===== src/rtl/tx_arbiter.sv =====
// Round-robin arbiter sharing one serial transmitter between N_REQ message sources.
// Ownership is held for a whole message; priority rotates after each completed message.
module tx_arbiter #(
  parameter int unsigned N_REQ  = 3,
  parameter int unsigned DATA_W = 7
) (
  input  logic                    clock,
  input  logic                    reset_n,
  input  logic [N_REQ-1:0]        req,
  input  logic [N_REQ*DATA_W-1:0] req_dados,
  input  logic [N_REQ-1:0]        req_ultimo,
  input  logic                    tx_pronto,
  output logic [N_REQ-1:0]        grant,
  output logic [N_REQ-1:0]        char_ack,
  output logic [N_REQ-1:0]        msg_fim,
  output logic                    tx_partida,
  output logic [DATA_W-1:0]       tx_dados,
  output logic                    ocupado
);

  localparam int unsigned IdxW = (N_REQ > 1) ? $clog2(N_REQ) : 1;

  typedef logic [IdxW-1:0] idx_t;
  typedef enum logic [2:0] {StIdle, StLock, StStart, StWait, StAck} state_e;

  state_e            state_q, state_d;
  idx_t              owner_q, owner_d;
  idx_t              last_q, last_d;
  logic [DATA_W-1:0] dados_q, dados_d;
  logic              ultimo_q, ultimo_d;
  idx_t              pick;
  logic              pick_vld;
  int unsigned       rr_idx;

  // Scan last+1, last+2, ... modulo N_REQ; first requester found wins.
  always_comb begin
    pick     = '0;
    pick_vld = 1'b0;
    rr_idx   = 0;
    for (int unsigned k = 1; k <= N_REQ; k++) begin
      rr_idx = int'(last_q) + k;
      if (rr_idx >= N_REQ) rr_idx = rr_idx - N_REQ;
      if (!pick_vld && req[idx_t'(rr_idx)]) begin
        pick     = idx_t'(rr_idx);
        pick_vld = 1'b1;
      end
    end
  end

  always_comb begin
    state_d    = state_q;
    owner_d    = owner_q;
    last_d     = last_q;
    dados_d    = dados_q;
    ultimo_d   = ultimo_q;
    grant      = '0;
    char_ack   = '0;
    msg_fim    = '0;
    tx_partida = 1'b0;

    unique case (state_q)
      StIdle: begin
        if (pick_vld) begin
          owner_d = pick;
          state_d = StLock;
        end
      end
      StLock: begin
        dados_d  = req_dados[owner_q*DATA_W +: DATA_W];
        ultimo_d = req_ultimo[owner_q];
        // A dropped request aborts here, only between characters.
        state_d  = req[owner_q] ? StStart : StIdle;
      end
      StStart: begin
        tx_partida = 1'b1;
        state_d    = StWait;
      end
      StWait: begin
        if (tx_pronto) state_d = StAck;
      end
      StAck: begin
        char_ack[owner_q] = 1'b1;
        if (ultimo_q) begin
          msg_fim[owner_q] = 1'b1;
          last_d           = owner_q;
          state_d          = StIdle;
        end else begin
          state_d = StLock;
        end
      end
      default: state_d = StIdle;
    endcase

    if (state_q != StIdle) grant[owner_q] = 1'b1;
  end

  always_ff @(posedge clock or negedge reset_n) begin
    if (!reset_n) begin
      state_q  <= StIdle;
      owner_q  <= '0;
      last_q   <= idx_t'(N_REQ - 1);
      dados_q  <= '0;
      ultimo_q <= 1'b0;
    end else begin
      state_q  <= state_d;
      owner_q  <= owner_d;
      last_q   <= last_d;
      dados_q  <= dados_d;
      ultimo_q <= ultimo_d;
    end
  end

  assign ocupado  = (state_q != StIdle);
  assign tx_dados = dados_q;

endmodule


===== config.mk =====
export PLATFORM = sky130hd
export DESIGN_NAME = tx_arbiter
export DESIGN_NICKNAME = d
export VERILOG_FILES = /design/src/rtl/tx_arbiter.sv
export SDC_FILE = /design/constraint.sdc
export NUM_CORES = 1
export LEC_CHECK = 0
export CORE_MARGIN = 2
export CORE_UTILIZATION = 41
export DETAILED_ROUTE_END_ITERATION = 7
export PLACE_DENSITY = 0.88
export SYNTH_ARGS = -nofsm -noshare
export SYNTH_HDL_FRONTEND = slang
export SYNTH_SLANG_ARGS = --single-unit

===== constraint.sdc =====
create_clock -name clock -period 2.76 [get_ports clock]
set_clock_uncertainty 0.05 [all_clocks]
set_input_delay 0.552 -clock clock [delete_from_list [all_inputs] [get_ports clock]]
set_output_delay 0.552 -clock clock [all_outputs]
set_load 0.01 [all_outputs]

; After elaboration in Yosys (flattened, before gate mapping)
; Index checks and enable logic that the tools add are counted.
[classes]
order_cmp = 8
eq_ne = 6
n_mux = 31
reduce_logical = 10
n_mul = 1
add_sub_neg = 6
shifts = 1
[op_table]
columns = operator, count
row1 = variable part select 21 x 6 -> 7 bit, 1
row2 = two-way mux 3 bit, 6
row3 = case mux 3 bit (5 select lines), 1
row4 = two-way mux 2 bit, 7
row5 = less-than comparator 2 x 3 -> 1 bit (second input constant), 4
row6 = two-way mux 1 bit, 11
row7 = binary-select mux 1 bit (select 2 bit), 5
row8 = >= comparator 3 x 2 -> 1 bit (second input constant), 3
row9 = adder 2 x 2 -> 3 bit (second input constant), 2
row10 = equality test 3 x 2 -> 1 bit (second input constant), 2
row11 = AND reduction 2 bit, 3
row12 = subtractor 2 bit (second input constant), 3
row13 = multiplier 2 x 3 -> 5 bit (second input constant), 1
row14 = != test 2 bit (second input constant), 2
row15 = adder 2 x 1 -> 3 bit (second input constant), 1
row16 = equality test 3 x 1 -> 1 bit (second input constant), 1
row17 = equality test 3 bit (second input constant), 1
row18 = logical AND 1 bit, 3
row19 = logical NOT 3 bit, 1
row20 = nonzero test 3 bit, 1
row21 = demux 1 bit (select 2 bit), 1
row22 = >= comparator 2 x 1 -> 1 bit (second input constant), 1
row23 = logical NOT 1 bit, 2
[word_totals]
reg_bits = 15
out_inout_bits = 18
elab_cells = 68

; Depth between registers and ports, before layout
[logic_depth]
ltp_word = 14
depth_mapped = 7

; Worst setup path before layout
; No wires, ideal clock.
[synth_path]
path_kind = reg2reg
from = register last_q[1]
to = register state_q[0]
t_arrival_ns = 1.775
t_required_ns = 2.620
period_less_slack_ns = 1.915
stages_incl_launch_ff = 8
setup_ns = 0.090
setup_slack_ns = 0.845
cell_sequence = dfstp_2 > inv_1 > ha_1 > a21boi_1 > a32oi_1 > o221ai_2 > or3_1 > o221ai_1
[synth_via]
elab_chain_cells = 14
elab_cells_between_ends = 27
[synth_lines]
columns = element, line_no
row1 = start: declaration, 28  ; idx_t last_q, last_d;
row2 = start signal: assignment, 101  ; last_q <= idx_t'(N_REQ - 1);
row3 = start signal: assignment, 107  ; last_q <= last_d;
row4 = adder 2 x 1 -> 3 bit, 41  ; rr_idx = int'(last_q) + k;
row5 = >= comparator 3 x 2 -> 1 bit / subtractor 2 bit (equally long branches), 42  ; if (rr_idx >= N_REQ) rr_idx = rr_idx - N_REQ;
row6 = two-way mux 2 bit, 42
row7 = binary-select mux 1 bit (select 2 bit), 43  ; if (!pick_vld && req[idx_t'(rr_idx)]) begin
row8 = two-way mux 1 bit (implied by the code), 43
row9 = two-way mux 1 bit, 43
row10 = logical NOT 1 bit, 43
row11 = logical AND 1 bit, 43
row12 = two-way mux 1 bit, 43
row13 = logical NOT 1 bit, 43
row14 = logical AND 1 bit, 43
row15 = two-way mux 1 bit *, 43
row16 = != test 2 bit (no source line) *, --
row17 = AND reduction 2 bit (no source line) *, --
row18 = end signal: assignment, 99  ; state_q <= StIdle;
row19 = end signal: assignment, 105  ; state_q <= state_d;
row20 = end: declaration, 26  ; state_e state_q, state_d;
; Every way passes the cells marked *; elsewhere a longest branch is shown, timed or not. The select of a mux whose other input is x is not followed.
; A chain may end at the register's enable or synchronous reset.

; Final worst setup path
[layout_path]
from = register owner_q[1]
to = output grant[2]
[layout_via]
elab_chain_cells = 5
elab_cells_between_ends = 6
[layout_lines]
columns = element, line_no
row1 = start: declaration, 27  ; idx_t owner_q, owner_d;
row2 = start signal: assignment, 106  ; owner_q <= owner_d;
row3 = less-than comparator 2 x 3 -> 1 bit (implied by the code) / >= comparator 2 x 1 -> 1 bit (equally long branches), 94  ; if (state_q != StIdle) grant[owner_q] = 1'b1;
row4 = logical AND 1 bit (implied by the code), 94
row5 = two-way mux 1 bit (implied by the code), 94
row6 = demux 1 bit (select 2 bit) *, 94
row7 = two-way mux 3 bit *, 94
row8 = end: declaration, 13  ; output logic [N_REQ-1:0] grant,
; Every way passes the cells marked *; elsewhere a longest branch is shown, timed or not.

==> impl_metrics.json <==
{
  "syn-num-nets": 162,
  "io_buffers": 47,
  "pre_cts_slack_ps": 520,
  "cts_tree": "built",
  "critical_path.slowest_cell": "dfrtp_1",
  "outcome": "complete, no violations",
  "setup_viol": 0,
  "die_area_sq_mm": 0.00300,
  "end_kind": "primary output",
  "cts_hold_buf": 0,
  "rows": 18,
  "synth_top_family_by_area": "simple AND/OR/NAND/NOR gates",
  "clock_latency_ps": 300,
  "io_pins": 48,
  "fillCellCount": 194,
  "muxShareOfSynthArea_pct": 11.6,
  "avgSynthCellArea_sq_um": 8.20,
  "period_needed_ps": 2590,
  "leakage_uw": 0.000641,
  "routed_wl_um": 2910,
  "synth_xor_area_share_pct": 0,
  "yosys.area_share.simple_pct": 23.9,
  "track_usage_pct": 21.8,
  "synthAdderAreaFrac_pct": 3.55,
  "drive_gt1_share_pct": 5.78,
  "critPathRequiredTime_ps": 2160,
  "final_nets": 207,
  "grt_antenna_before_repair": 0,
  "dp_hpwl_um": 2260,
  "synth_area_sq_mm": 0.00106,
  "cts.sinks": 15,
  "grt_setup_unrepaired": "false",
  "powerDensity_mw_per_mm2": 1070,
  "slowest_delay_ps": 810,
  "synth_cell_types": 33,
  "fin_crit_sh_pct": 93.8,
  "grt_max_degree": 18,
  "worstSetupStartpointType": "flip-flop",
  "slew_headroom_pct": 41.2,
  "post_cts_buffers": 0,
  "grt_pass1_vias": 1137,
  "path_cells": "nand2b_1 > nor2_1 > clkdlybuf4s50_1",
  "initial_core_util_pct": 43.1,
  "cap_violations": 0,
  "grt_use_met2_pct": 37.9,
  "ant_nets": 0,
  "hold_slack_ps": 493,
  "ys_seq_area_share_pct": 35.6,
  "first_iter_violations": 34,
  "die_y_um": 54.8,
  "synth-seq-cells": 15,
  "tightest_slew_ps": 878,
  "r2r-start": "last_q[0]",
  "gp_congestion": 0.761,
  "drc": 0,
  "grt.overflow.total": 0,
  "synth_compound_area_share_pct": 19.2,
  "grt.met3_usage_pct": 8.74,
  "vias": 1141,
  "syn_to_final_growth_pct": 46.5,
  "n_antenna_cell": 0,
  "h-tree-depth": 1,
  "cp.arrival_ps": 1990,
  "max_freq_ghz": 0.386,
  "grt_pass1_wl_um": 4620,
  "drt-wirelength-per-cell_um": 14.3,
  "grtUsageMet1_pct": 22.7,
  "min_path_type": "reg2reg",
  "postLayoutCoreUtil_pct": 63.1,
  "cts_buffers": 3,
  "yosysWarnings": 0,
  "setup_tns_ps": 0,
  "busiest_layer": "met2",
  "finalHoldViolCount": 0,
  "crit_path_start": "owner_q[1]",
  "final.setup.worst_slack_ps": 171,
  "cts-root-buf": "clkbuf_4",
  "fin_cells": 203,
  "critPathKind": "reg2out",
  "worstHoldStart": "tx_dados[6]",
  "dp.cells": 199,
  "synth_top_area_share_pct": 33.1,
  "cts_resized": 0,
  "die_x_um": 54.8,
  "slew_viol_final": 0,
  "crit_fanout": 17,
  "syn_inst": 129,
  "vdd.ir_drop.worst_v": 0.000594,
  "clk_pin_slew_ps": 90,
  "routed_via_density": 5.62,
  "ys_top_cells_by_area": "dfrtp_1 (33%), mux2i_1 (9.5%), nor2_1 (9.2%)",
  "clockBufferDepth": 2,
  "core_area_sq_mm": 0.00245,
  "firstDrtPassIters": 4,
  "synth_top_area_cell": "dfrtp_1"
}
## cells in the mapped netlist, drive strengths merged
library cell and n:
nor3b 1, o31a 1, mux2i 10, o22a 1
dfrtp 14, inv 6, or3 1, dfstp 1
nand3b 1, ha 3, nand2b 5, clkbuf 1
nor3 4, mux2 2, o21a 1, o221ai 3
nand3 4, nor2b 2, a21oi 19, buf 6
nand4 1, nor2 26, a21bo 1, o21ai 3
a21boi 1, a32oi 1, a2bb2oi 1, nand2 9
## metal layers
metal,wire (um),share of wire (%)
met1,1110,38
met2,1340,46
met3,392,13
met4,64,2.2
met5,0,0
## per-stage QoR
step / cell area [sq um] / power, uW
after floorplan: 1060 / 1170
after global placement: 1520 / 1470
after detailed placement: 1520 / 1520
after CTS: 1550 / 1650
after global routing: 1550 / 1790
final: 1550 / 1650
## final timing paths
| path | to | slack (ps) | depth (start not counted) |
|---|---|---|---|
| setup / recovery | grant[2] | 170 | 3 |
| max in group asynchronous | state_q[0] | 1610 | 1 |
| setup reg to reg | state_q[0] | 620 | 7 |
| hold / removal | tx_dados[6] | 490 | 2 |
| hold reg to reg | tx_dados[6] | 490 | 2 |
| min in group asynchronous | tx_dados[4] | 600 | 1 |
## critical path, delay by kind of cell, from the launching register on
family                 cells  cell delay [ps]
DFF                        1              810
and+or+nand+nor            2              330
buffers and inverters      1              550
## sequential cells by signal, summed over array words and instances (netlist names)
register and count:
state_q 3, ultimo_q 1, tx_dados 7, last_q 2, owner_q 2
## cell families (layout without fill, tap and decap cells)
group / Yosys count / in the layout
adders and majority gates: 3 / 3
buffers and inverters: 13 / 57
and+or+nand+nor: 54 / 54
muxes: 12 / 12
AOI/OAI and AO/OA: 32 / 32
DFF: 15 / 15
## power breakdown
group	switching (uW)	internal, uW
registers	168	337
clock network	71.4	56.3
logic	509	512
## final cells by class
type	instances	area, sq um	area share, %
Multi-Input combinational cell	101	616	39.7
Timing Repair Buffer	47	470	30.4
Sequential cell	15	377	24.3
Tap cell	30	37.5	2.42
Clock buffer	4	26.3	1.70
Inverter	6	22.5	1.45
## layout by cell type, fill, tap and decap left out
cell type / synthesis / layout
clkdlybuf4s50_1: 0 / 47
nor2_1: 26 / 26
a21oi_1: 19 / 19
dfrtp_1: 14 / 14
mux2i_1: 10 / 10
nand2_1: 9 / 9
inv_1: 5 / 5
nand2b_1: 5 / 5
nand3_1: 4 / 4
nor3_1: 3 / 3
o21ai_0: 3 / 3
ha_1: 3 / 3
clkbuf_4: 0 / 3
nor2b_1: 2 / 2
o221ai_1: 2 / 2
mux2_2: 2 / 2
nor3_2: 1 / 1
inv_2: 1 / 1
nor3b_2: 1 / 1
nand3b_1: 1 / 1
o21a_1: 1 / 1
a21bo_1: 1 / 1
a21boi_1: 1 / 1
a32oi_1: 1 / 1
o221ai_2: 1 / 1
or3_1: 1 / 1
nand4_1: 1 / 1
a2bb2oi_1: 1 / 1
o31a_1: 1 / 1
o22a_1: 1 / 1
clkbuf_1: 1 / 1
dfstp_2: 1 / 1
Note: power is estimated with default switching activity, not from simulation.
